[config.mk]
export PLATFORM = sky130hd
export DESIGN_NAME = cv32e40p_apu_arbiter
export DESIGN_NICKNAME = d
export VERILOG_FILES = /design/src/rtl/cv32e40p_apu_arbiter.sv
export SDC_FILE = /design/constraint.sdc
export NUM_CORES = 1
export LEC_CHECK = 0
export CORE_AREA = 8 8 167 169
export DETAILED_ROUTE_END_ITERATION = 10
export DIE_AREA = 0 0 175 177
export PLACE_DENSITY = 0.49
export SYNTH_ARGS = -nofsm -noshare
export SYNTH_HDL_FRONTEND = slang
export SYNTH_SLANG_ARGS = --single-unit
[constraint.sdc]
create_clock -name clk_i -period 5.4 [get_ports clk_i]
set_input_delay 0.54 -clock clk_i [delete_from_list [all_inputs] [get_ports clk_i]]
set_output_delay 0.54 -clock clk_i [all_outputs]
set_load 0.05 [all_outputs]
[src/rtl/cv32e40p_apu_arbiter.sv]
// cv32e40p_apu_arbiter: shares one APU/FPU between NUM_REQ cores, routing each result to its issuer
// Ports:
//   clk_i, rst_ni              clock, synchronous active-low reset
//   req_apu_*                  per-core request/grant/payload in, per-core rvalid and broadcast result out
//   fpu_*                      single request/grant/payload out to the shared FPU, result in
//   fpu_clk_en_o               FPU clock-gate enable
//   outstanding_o              number of operations in flight
//   orphan_err_o               sticky: a result arrived with nothing in flight
// Build option: define CV32E40P_APU_ARB_FIXED_PRIO_EN for fixed priority (lowest index wins, no RR pointer).
module cv32e40p_apu_arbiter #(
    parameter int NUM_REQ         = 2,
    parameter int MAX_OUTSTANDING = 4,
    parameter int APU_NARGS       = 3,
    parameter int APU_WOP         = 6,
    parameter int APU_NDSFLAGS    = 15,
    parameter int APU_NUSFLAGS    = 5
) (
    input  logic                                        clk_i,
    input  logic                                        rst_ni,
    input  logic [NUM_REQ-1:0]                          req_apu_req_i,
    output logic [NUM_REQ-1:0]                          req_apu_gnt_o,
    input  logic [NUM_REQ-1:0][APU_NARGS-1:0][31:0]     req_apu_operands_i,
    input  logic [NUM_REQ-1:0][APU_WOP-1:0]             req_apu_op_i,
    input  logic [NUM_REQ-1:0][APU_NDSFLAGS-1:0]        req_apu_flags_i,
    output logic [NUM_REQ-1:0]                          req_apu_rvalid_o,
    output logic [31:0]                                 req_apu_result_o,
    output logic [APU_NUSFLAGS-1:0]                     req_apu_rflags_o,
    output logic                                        fpu_req_o,
    input  logic                                        fpu_gnt_i,
    output logic [APU_NARGS-1:0][31:0]                  fpu_operands_o,
    output logic [APU_WOP-1:0]                          fpu_op_o,
    output logic [APU_NDSFLAGS-1:0]                     fpu_flags_o,
    input  logic                                        fpu_rvalid_i,
    input  logic [31:0]                                 fpu_result_i,
    input  logic [APU_NUSFLAGS-1:0]                     fpu_rflags_i,
    output logic                                        fpu_clk_en_o,
    output logic [$clog2(MAX_OUTSTANDING+1)-1:0]        outstanding_o,
    output logic                                        orphan_err_o
);
    localparam int IW = (NUM_REQ > 1) ? $clog2(NUM_REQ) : 1;
    localparam int PW = (MAX_OUTSTANDING > 1) ? $clog2(MAX_OUTSTANDING) : 1;
    localparam int CW = $clog2(MAX_OUTSTANDING + 1);

    logic [IW-1:0] win;
    logic [IW-1:0] id_q [MAX_OUTSTANDING];
    logic [PW-1:0] head_q, tail_q;
    logic [CW-1:0] count_q;
    logic          orphan_q, hs, pop;

    function automatic logic [PW-1:0] ptr_inc(input logic [PW-1:0] p);
        return (p == PW'(MAX_OUTSTANDING - 1)) ? '0 : p + 1'b1;
    endfunction

`ifndef CV32E40P_APU_ARB_FIXED_PRIO_EN
    logic [IW-1:0] rr_q;
`endif

    // Lowest requester wins by default; in RR mode a requester at or after the
    // pointer overrides it, which gives the wrap-around search order.
    always_comb begin
        win = '0;
        for (int i = NUM_REQ - 1; i >= 0; i--)
            if (req_apu_req_i[i]) win = IW'(i);
`ifndef CV32E40P_APU_ARB_FIXED_PRIO_EN
        for (int i = NUM_REQ - 1; i >= 0; i--)
            if (req_apu_req_i[i] && IW'(i) >= rr_q) win = IW'(i);
`endif
    end

    assign fpu_req_o        = rst_ni & (|req_apu_req_i) & (count_q < CW'(MAX_OUTSTANDING));
    assign hs               = fpu_req_o & fpu_gnt_i;
    assign pop              = rst_ni & fpu_rvalid_i & (count_q != '0);
    assign req_apu_gnt_o    = hs ? {{(NUM_REQ-1){1'b0}}, 1'b1} << win : '0;
    assign req_apu_rvalid_o = pop ? {{(NUM_REQ-1){1'b0}}, 1'b1} << id_q[head_q] : '0;
    assign req_apu_result_o = fpu_result_i;
    assign req_apu_rflags_o = fpu_rflags_i;
    assign fpu_operands_o   = req_apu_operands_i[win];
    assign fpu_op_o         = req_apu_op_i[win];
    assign fpu_flags_o      = req_apu_flags_i[win];
    assign fpu_clk_en_o     = rst_ni & ((|req_apu_req_i) | (count_q != '0));
    assign outstanding_o    = count_q;
    assign orphan_err_o     = orphan_q;

    always_ff @(posedge clk_i) begin
        if (!rst_ni) begin
            head_q   <= '0;
            tail_q   <= '0;
            count_q  <= '0;
            orphan_q <= 1'b0;
        end else begin
            if (hs) tail_q <= ptr_inc(tail_q);
            if (pop) head_q <= ptr_inc(head_q);
            count_q <= count_q + CW'(hs) - CW'(pop);
            if (fpu_rvalid_i && count_q == '0) orphan_q <= 1'b1;
        end
    end

    always_ff @(posedge clk_i) begin
        if (hs) id_q[tail_q] <= win;
    end

`ifndef CV32E40P_APU_ARB_FIXED_PRIO_EN
    always_ff @(posedge clk_i) begin
        if (!rst_ni) rr_q <= '0;
        else if (hs) rr_q <= (win == IW'(NUM_REQ - 1)) ? '0 : win + 1'b1;
    end
`endif
endmodule

Word-level counts from Yosys, hierarchy flattened

Memories as Yosys holds them, arrays and structs flattened. A register that Yosys moved wholly into a read port is not among the register bits.
Index checks and enable logic that the tools add are counted.

Input bits: 277
Bits in registers: 9
Bits in writable memories: 4
Word-level logic and storage cells: 51
Memories: 1

Eq/ne operators: 2
Bitwise operators: 7
Shift operators: 2
Magnitude comparators: 4
Reduce and logical (&&, ||, !) cells: 6
Add/sub/neg operators: 5
Mux-type cells: 19

Memories:

| name | words | width | rd ports | clocked after Yosys merged registers in | wr ports | RTL line | RTL |
|---|---|---|---|---|---|---|---|
| id_q | 4     | 1     | 1        | 1                                       | 1        | 45       | `logic [IW-1:0] id_q [MAX_OUTSTANDING];` |

Operator list:

| kind                                                                 | count |
|---|---|
| 96-bit 2-to-1 mux                                                    | 2 |
| 15-bit 2-to-1 mux                                                    | 2 |
| 2-bit 2-to-1 mux                                                     | 6 |
| 6-bit 2-to-1 mux                                                     | 2 |
| 1-bit 2-to-1 mux                                                     | 7 |
| 1-bit bitwise AND                                                    | 6 |
| 2-bit by 1-bit adder with 2-bit output, second input constant        | 2 |
| 2-bit == test, second input constant                                 | 2 |
| 1-bit by 1-bit << shifter with 2-bit output, first input constant    | 2 |
| 3-bit by 1-bit adder with 3-bit output                               | 1 |
| 1-bit logical AND                                                    | 3 |
| 3-bit logical NOT                                                    | 1 |
| 3-bit < comparator, second input constant                            | 1 |
| 3-bit nonzero test                                                   | 1 |
| 3-bit by 1-bit subtractor with 3-bit output                          | 1 |
| 1-bit >= comparator, first input constant                            | 2 |
| 1-bit by 2-bit < comparator with 1-bit output, second input constant | 1 |
| 2-bit OR reduction                                                   | 1 |
| 1-bit adder, second input constant                                   | 1 |
| 1-bit OR                                                             | 1 |

Longest topological paths before layout

Gate-level depths: netlist of run 1.

Depth in word-level cells: 6
Mapped depth: 9
Mapped depth without buffers: 9

Least setup slack after synthesis of run 1

Ideal clock, no wire load.

Path type: flip-flop to output port
From: register count_q[1], in the netlist outstanding_o[1]
To: output port fpu_clk_en_o
Arrival: 1.966 ns
Setup slack: 2.894 ns
Cell stages (with the launch flop): 3
Required time: 4.860 ns
Cells stage by stage: dfxtp_1 -> nor3_1 -> a21boi_0

Longest elaborated chain between the ends: 3

RTL lines:

| what                   | RTL line | RTL |
|---|---|---|
| start, declared        | 47       | `logic [CW-1:0] count_q;` |
| start signal, assigned | 93       | `count_q <= count_q + CW'(hs) - CW'(pop);` |
| 3-bit nonzero test     | 80       | `assign fpu_clk_en_o = rst_ni & ((\|req_apu_req_i) \| (count_q != '0));` |
| 1-bit OR               | 80       |  |
| 1-bit bitwise AND      | 80       |  |
| end, declared          | 36       | `output logic fpu_clk_en_o,` |

No other way between the ends.

==> results of run 1 <==
[metal layers]
metal / GRT usage / up-vias / wire, um
met2: 0.1579 / 245 / 7167
li1: - / 1443 / -
met1: 0.1040 / 1338 / 5983
met3: 0.05313 / 2 / 2331
met4: 0.005298 / 0 / 25
met5: 0 / - / 0
[worst max-delay path, cell delays in order]
cell and delay (ps):
clkdlybuf4s50_1 490, a21boi_4 610, buf_12 380, mux2_1 370, clkdlybuf4s50_1 720
[where the power goes]
group | leakage, nW | switching (mW) | internal, mW
Combinational | 2.11 | 0.538 | 0.426
Sequential | 0.127 | 0.0218 | 0.140
Clock | 0.0409 | 0.0479 | 0.0990
Total | 2.28 | 0.607 | 0.665
[stage by stage]
step	worst slack, ps	std cells	instance area [sq um]	hold slack [ps]	power, mW
floorplan	2894	238	2507	438.5	0.8067
global placement	1679	890	6180	451.5	1.140
detailed placement	1651	890	6180	469.7	1.136
CTS	1646	894	6260	481.4	1.290
global route	1558	894	6260	544.8	1.336
finish	1692	894	6260	474.0	1.272
[cell usage in the layout, fill, tap and decap left out, types with 4 or more instances in the layout]
cell             instances
edfxtp_1                 4
dfxtp_1                 11
mux2_1                  86
clkdlybuf4s50_1        366
and2_1                  10
nand2_1                  7
ha_1                     7
mux2_2                  31
inv_1                    6
[area by class of cell]
| class | count | area share |
|---|---|---|
| Timing Repair Buffer | 368 | 0.5916 |
| Multi-Input combinational cell | 165 | 0.2700 |
| Tap cell | 335 | 0.06696 |
| Sequential cell | 15 | 0.05437 |
| Clock buffer | 3 | 0.01199 |
| Inverter | 7 | 0.004197 |
| Clock inverter | 1 | 0.0007995 |
[path summary, 6_finish.rpt]
| path | from | to | slack (ps) | cells after the start |
|---|---|---|---|---|
| worst max-delay path | req_apu_req_i[1] | fpu_operands_o[55] | 1690 | 5 |
| worst min-delay path | rr_q$_SDFFE_PN0P_ | rr_q$_SDFFE_PN0P_ | 470 | 2 |
| worst max register to register | outstanding_o[2]$_SDFF_PN0_ | outstanding_o[2]$_SDFF_PN0_ | 3200 | 9 |
| worst min register to register | rr_q$_SDFFE_PN0P_ | rr_q$_SDFFE_PN0P_ | 470 | 2 |
[cells by family (layout without fill, tap and decap cells)]
logic type	count (synthesis)	count (layout)	synth area share
flip-flops	15	15	0.1357
buffers and inverters	58	379	0.1901
adder cells (fa/ha/maj)	8	8	0.04291
XOR/XNOR	2	2	0.006987
multiplexers	120	120	0.5424
AND/OR/NAND/NOR	28	28	0.05938
AO/OA/AOI/OAI	7	7	0.02245
==> flow_metrics.tcl, run 1 <==
set metrics [dict create \
    finalSetupTns_ps 0 \
    yosysSeqAreaShare 0.1357 \
    synth_nets 523 \
    synth_top_cell_by_area "mux2_1" \
    grt_pass1_wl_mm 22.14 \
    ir_drop_v 0.0001186 \
    syn_area_sq_mm 0.002507 \
    fin_crit_sh 0.6867 \
    setup_viol 0 \
    slew_violations 0 \
    ys_ff_latch 15 \
    first_pass_iters 4 \
    cts_made_buffers 3 \
    cts.htree.levels 1 \
    place_congestion 0.8148 \
    ctsRootBufferMaster "clkbuf_16" \
    yosysWarnings 0 \
    post_cts_buffers 0 \
    synth_common_cells "mux2_1, buf_4, mux2_2, dfxtp_1, and2_1" \
    num_vias 3028 \
    synth_flop_cell "dfxtp_1" \
    grt_max_degree 60 \
    drcViolationCount 0 \
    fin_crit_ps 3708 \
    status "completed" \
    clkSinkCount 15 \
    final_antenna_net_count 0 \
    drt_iter0_drc 58 \
    fill_cells 2787 \
    p_leak_nw 2.278 \
    fin_nets 845 \
    syn2layout_area_growth_pct 149.7 \
    core-area_sq_mm 0.02547 \
    max-slew-margin-rel 0.5231 \
    dieArea_sq_mm 0.03098 \
    yosys.area.top_type_share 0.3862 \
    crit_arrival_ps 3170 \
    grt_pass1_vias 3392 \
    cp-start-kind "primary input" \
    boundaryPins 441 \
    overflow 0 \
    grt.total_usage 0.09281 \
    postSynthCellCount 238 \
    timing.fmax_mhz 269.7 \
    hold_buffers 0 \
    detailed_place_hpwl_mm 13.84 \
    synth-edff-count 4 \
    synth.distinct_cells 29 \
    criticalPathCategory "primary input to output pin" \
    rsz0062_at_grt "no" \
    num_antenna_cells 0 \
    worst_pin_slew_ps 713.5 \
    fin_util 0.2458 \
    drive_gt1_frac 0.07513 \
    clock_skew_ps 2.750 \
    synthArstFlopShare 0 \
    cp_max_fo 59 \
    die_y_um 177 \
    drv_cap 0 \
    seqCellArea_sq_um 340.3 \
    initial_core_util 0.09845 \
    wl_per_cell_um 17.35 \
    viasPerCell 3.387 \
    cp.required_ps 4860 \
    hold_class "flip-flop to flip-flop" \
    cts_tree "built" \
    avgSynthCellArea_sq_um 10.54 \
    row_count 59 \
    yosysMostFrequentCell "mux2_1" \
    multi_input_comb_area_sq_mm 0.001690 \
    die_w_um 175 \
    wirelength_mm 15.51 \
    post_cts_resize_count 0 \
    hold_viol_final 0 \
    grt_antenna_before_repair 0 \
    clk_path_buf_depth 2 \
    clkTransAtPathRegs_ps 50 \
    p_per_area_mw_per_mm2 203.2 \
    cp-end-kind "output pin" \
    synth_area_leaders "mux2_1, mux2_2, buf_4" \
    port_buffers 366 \
    clk_latency_ps 250 \
]
No activity file was read; power rests on OpenSTA's default activity.
==> inputs of run 2 (changes only) <==
Settings changed: CORE_AREA 8 8 167 169 to 8 8 164 166, DIE_AREA 0 0 175 177 to 0 0 172 174, PLACE_DENSITY 0.49 to 0.52.
Clock period 5.4 ns to 3.4 ns, I/O delays scaled along.
==> run 2 against run 1 <==
  * Sequential share of layout area up 0.22 points
  * Sequential power up 59%
  * Setup slack worse by 1100 ps
  * Critical path type unchanged
  * Highest routed layer unchanged
==> flow_metrics.tcl, run 2 (synthesis results as in run 1) <==
set metrics [dict create \
    final_antenna_net_count 0 \
    layout_commonest_cell "clkdlybuf4s50_1" \
    cp_cell_sequence "clkdlybuf4s50_1, a21boi_4, buf_4, mux2_2, clkdlybuf4s50_1" \
    core-area_sq_mm 0.02453 \
    detailed_place_hpwl_mm 13.52 \
    initial_core_util 0.1022 \
    cp.required_ps 3060 \
    cp-start-kind "primary input" \
    wirelength_mm 15.16 \
    setup_viol 0 \
    grt_pass1_wl_mm 21.30 \
    fill_cells 2683 \
    clock_skew_ps 5.964 \
    post_cts_buffers 0 \
    crit_top_cell "clkdlybuf4s50_1" \
    wl_per_cell_um 17.01 \
    cts.htree.levels 1 \
    rsz0062_at_grt "no" \
    syn2layout_area_growth_pct 139.9 \
    port_buffers 366 \
    cp_max_fo 23 \
    max-slew-margin-rel 0.6458 \
    fin_crit_ps 2821 \
    first_pass_iters 4 \
    dieArea_sq_mm 0.02993 \
    slew_violations 0 \
    clkTransAtPathRegs_ps 50 \
    seqCellArea_sq_um 340.3 \
    grt_max_degree 69 \
    pre_cts_ws_ps 551.0 \
    crit_slowest_cell "clkdlybuf4s50_1" \
    p_per_area_mw_per_mm2 330.0 \
    worst_path_largest_cell_delay_ps 720 \
    criticalPathCategory "primary input to output pin" \
    drive_gt1_frac 0.2478 \
    multi_input_comb_area_sq_mm 0.001690 \
    hold_viol_final 0 \
    hold_buffers 0 \
    crit_arrival_ps 2480 \
    clkSinkCount 15 \
    cts_tree "built" \
    drt_iter0_drc 66 \
    fin_util 0.2452 \
    critPathBufInv 3 \
    grt.total_usage 0.09201 \
    fin_nets 847 \
    grt_antenna_before_repair 0 \
    cp-end-kind "output pin" \
    drv_cap 0 \
    num_antenna_cells 0 \
    post_cts_resize_count 0 \
    timing.fmax_mhz 354.5 \
    ir_drop_v 0.0002185 \
    worst_hold_slack_ps 476.1 \
    cts_made_buffers 3 \
    ctsRootBufferMaster "clkbuf_16" \
    clk_path_buf_depth 2 \
    p_leak_nw 2.367 \
    drcViolationCount 0 \
    die_w_um 172 \
    boundaryPins 441 \
    hold_class "flip-flop to flip-flop" \
    layout_setup_ws_ps 578.8 \
    fin_crit_sh 0.8298 \
    fin_total_pwr_mw 1.985 \
    viasPerCell 3.429 \
    place_congestion 0.8148 \
    num_vias 3055 \
    overflow 0 \
    die_y_um 174 \
    clk_latency_ps 250 \
    final_cell_mix "clkdlybuf4s50_1, buf_4, mux2_1" \
    row_count 58 \
    crit_family "buffers and inverters" \
    grt_pass1_vias 3325 \
    finalSetupTns_ps 0 \
    worst_pin_slew_ps 529.6 \
    status "completed" \
]
[run 2: cell count changes in the layout (fill, tap and decap cells not counted)]
cell / delta
buf_4: +99
clkbuf_1: +1
clkdlybuf4s50_1: -96
clkinv_2: -1
buf_12: -1
[run 2: stage by stage]
| step | instance area, sq um | cells |
|---|---|---|
| floorplan | 2507 | 238 |
| global placement | 5936 | 887 |
| detailed placement | 5936 | 887 |
| CTS | 6015 | 891 |
| global route | 6015 | 891 |
| finish | 6015 | 891 |
[run 2: final timing paths]
path | from | endpoint | slack, ps | cells after the start
hold / removal | rr_q$_SDFFE_PN0P_ | rr_q$_SDFFE_PN0P_ | 480 | 2
setup / recovery | req_apu_req_i[1] | fpu_flags_o[8] | 580 | 5
hold reg to reg | rr_q$_SDFFE_PN0P_ | rr_q$_SDFFE_PN0P_ | 480 | 2
setup reg to reg | outstanding_o[2]$_SDFF_PN0_ | outstanding_o[2]$_SDFF_PN0_ | 1200 | 9
[run 2: layer usage]
layer,wire [um],vias up,track usage
met5,0,-,0
met4,78,0,0.01294
met3,2076,5,0.04174
met2,7209,233,0.1606
met1,5794,1370,0.1025
li1,-,1447,-
[run 2: tightest hold or removal path: cells and delay by family, from the launching register on]
kind,cells,cell delay [ps]
multiplexers,1,60
flip-flops,1,310
AND/OR/NAND/NOR,1,50
[run 2: area by class of cell]
| cell class | instances | share of cell area |
|---|---|---|
| Inverter | 7 | 0.004369 |
| Timing Repair Buffer | 370 | 0.5762 |
| Clock buffer | 4 | 0.01311 |
| Tap cell | 330 | 0.06865 |
| Multi-Input combinational cell | 165 | 0.2810 |
| Sequential cell | 15 | 0.05658 |
[run 2: report_power, final]
group | total, mW | internal (mW) | leakage, nW | switching (mW)
Combinational | 1.49 | 0.637 | 2.20 | 0.855
Sequential | 0.258 | 0.223 | 0.127 | 0.0358
Clock | 0.234 | 0.159 | 0.0382 | 0.0751
==> RTL change: new RTL, flow settings as in run 2 <==
The option `CV32E40P_APU_ARB_FIXED_PRIO_EN` is turned on by a define.
--- a/src/rtl/cv32e40p_apu_arbiter.sv
+++ b/src/rtl/cv32e40p_apu_arbiter.sv
@@ -7,6 +7,8 @@
 //   outstanding_o              number of operations in flight
 //   orphan_err_o               sticky: a result arrived with nothing in flight
 // Build option: define CV32E40P_APU_ARB_FIXED_PRIO_EN for fixed priority (lowest index wins, no RR pointer).
+`define CV32E40P_APU_ARB_FIXED_PRIO_EN
+
 module cv32e40p_apu_arbiter #(
     parameter int NUM_REQ         = 2,
     parameter int MAX_OUTSTANDING = 4,
Check against the original RTL: not equivalent (a bounded check fails within 4 cycles, from zero or initial values and one cycle with rst_ni low).
==> RTL change against run 2 <==
Final area grew 5.9%; critical path type unchanged; sequential power fell by 6%; routed wire length rose by 10%; clock skew fell by 0.0048 ns; setup slack better by 0.033 ns; area after synthesis increased by 16%; register-to-register slack better by 0.06 ns; sequential cell count shrank 1; total power decreased by 6.6%; count of clock-buffer cells in the layout fell by 1; highest routed layer is now met5.
==> RTL change: results (changes against run 2) <==
Synthesis
  – Syn Nets: 521 (was 523)
  – Mean instance size in the synthesized netlist: 12.3 µm² (was 10.5 µm²)
  – Mux share of post-synthesis cell area: 58.8% (was 54.2%)
  – Synth Area in XOR/XNOR: 0.604% (was 0.699%)
  – Most instantiated cells after synthesis: mux2_4, buf_4, mux2_2 (was mux2_1, buf_4, mux2_2)
  – Compound-Gate Fraction of Synth Area: 1.47% (was 2.25%)
  – Post-synthesis sequential area ratio: 11.0% (was 13.6%)
  – Top post-synthesis cells by area: mux2_4, buf_4, mux2_2, buf_12, dfxtp_1 (was mux2_1, mux2_2, buf_4, dfxtp_1, buf_8)
  – Leading area contributor after synthesis: mux2_4 (was mux2_1)
  – Synth cell types: 27 (was 29)
  – Synth Area in Adders: 3.71% (was 4.29%)
  – Most used DFF post-synth: dfxtp_1 (unchanged)

Final layout
  – Nets: 846 (was 847)
  – Comb_multi_in: 164 (was 165)
  – Diode count: 1 (was 0)
  – Non-clock buffer share: 54.9% (was 57.6%)
  – Multi-input logic portion of the cell area: 32.0% (was 28.1%)
  – Fill count: 2,608 (was 2,683)
  – Nonclk inv count: 6 (was 7)
  – Clock buf/inv share: 1.24% (was 1.31%)
  – Buffers excl. clock: 372 (was 370)
  – Share of cells above drive strength 1: 39.8% (was 24.8%)
  – Sequential cell area share: 5.03% (was 5.66%)

Outcome
  – Status: finished clean (unchanged)

Route
  – Starting DRC count in detailed routing: 87 (was 66)
  – Routed via count: 3,001 (was 3,055)
  – Drt total wl: 16,700 µm (was 15,200 µm)
  – Via-to-Cell Ratio: 3.37 (was 3.43)

STA
  – Hold_ws: 0.488 ns (was 0.476 ns)
  – Clk_skew: 0.00118 ns (was 0.00596 ns)
  – Max_slew headroom: 64.5% (was 64.6%)

Critical path
  – Crit Reg-Reg Endpoint: outstanding_o[2] (unchanged)
  – R2R Setup Slk: 1.26 ns (was 1.20 ns)
  – Crit path DAT: 2.45 ns (was 2.48 ns)
  – CP top delay family: buffers and inverters (unchanged)
  – Critical Path Fanout Max: 42 (was 23)
  – Worst Setup EP: fpu_operands_o[2] (was fpu_flags_o[8])

Clock network
  – Clk pin slew, worst setup/hold paths: 0.05 ns (about the same)
  – Post-cts gate resize count: 0 (unchanged)
  – Clk root buf: clkbuf_16 (unchanged)
  – # clock sinks: 14 (was 15)
  – Clk buf depth: 2 (unchanged)

GRT
  – GRT Util Overall: 9.82% (was 9.20%)
  – Largest net degree at the start of global routing: 61 (was 69)
  – Initial antenna violation count: 1 (was 0)
  – First-pass GRT wire length: 22,000 µm (was 21,300 µm)
  – Vias in the first global route: 3,184 (was 3,325)

Power
  – Leakage: 2.69 nW (was 2.37 nW)
  – Peak VDD IR: 177 µV (was 218 µV)
  – P_comb: 1.39 mW (was 1.49 mW)
  – Internal: 1.01 mW (was 1.02 mW)
  – Total clock network power: 0.222 mW (was 0.234 mW)

Worst hold path
  – HP Start: tail_q[1] (was rr_q)
  – Hold EP: tail_q[1] (was rr_q)
  – Hold Crit Depth: 2 (unchanged)

Placement
  – HPWL after DPL: 15,100 µm (was 13,500 µm)
  – GPL Wtd Cong: 0.794 (was 0.815)
## RTL change: kinds of logic (layout without fill, tap and decap cells)
| family | count (synthesis) | after routing |
|---|---|---|
| other | 0 | 1 |
| AND/OR/NAND/NOR | 29 | 29 |
| multiplexers | 118 | 118 |
| AO/OA/AOI/OAI | 7 | 7 |
| XOR/XNOR | 2 | 2 |
| adder cells (fa/ha/maj) | 8 | 8 |
| flip-flops | 14 | 14 |
| buffers and inverters | 58 | 382 |
## RTL change: metal layers
metal  share of wire, %  vias to the layer above  track usage [%]
li1                   -                     1443                -
met1                 35                     1309             10.2
met2                 49                      239             17.5
met3                 14                        8             4.74
met4               0.84                        2             1.72
met5               0.29                        -             1.39
## RTL change: per-stage QoR
step | cell area, µm² | setup slack [ns] | power [mW]
floorplan | 2900 | 1.09 | 1.21
global placement | 6290 | 0.603 | 1.65
detailed placement | 6290 | 0.582 | 1.65
CTS | 6360 | 0.583 | 1.88
global route | 6370 | 0.538 | 1.94
finish | 6370 | 0.612 | 1.85
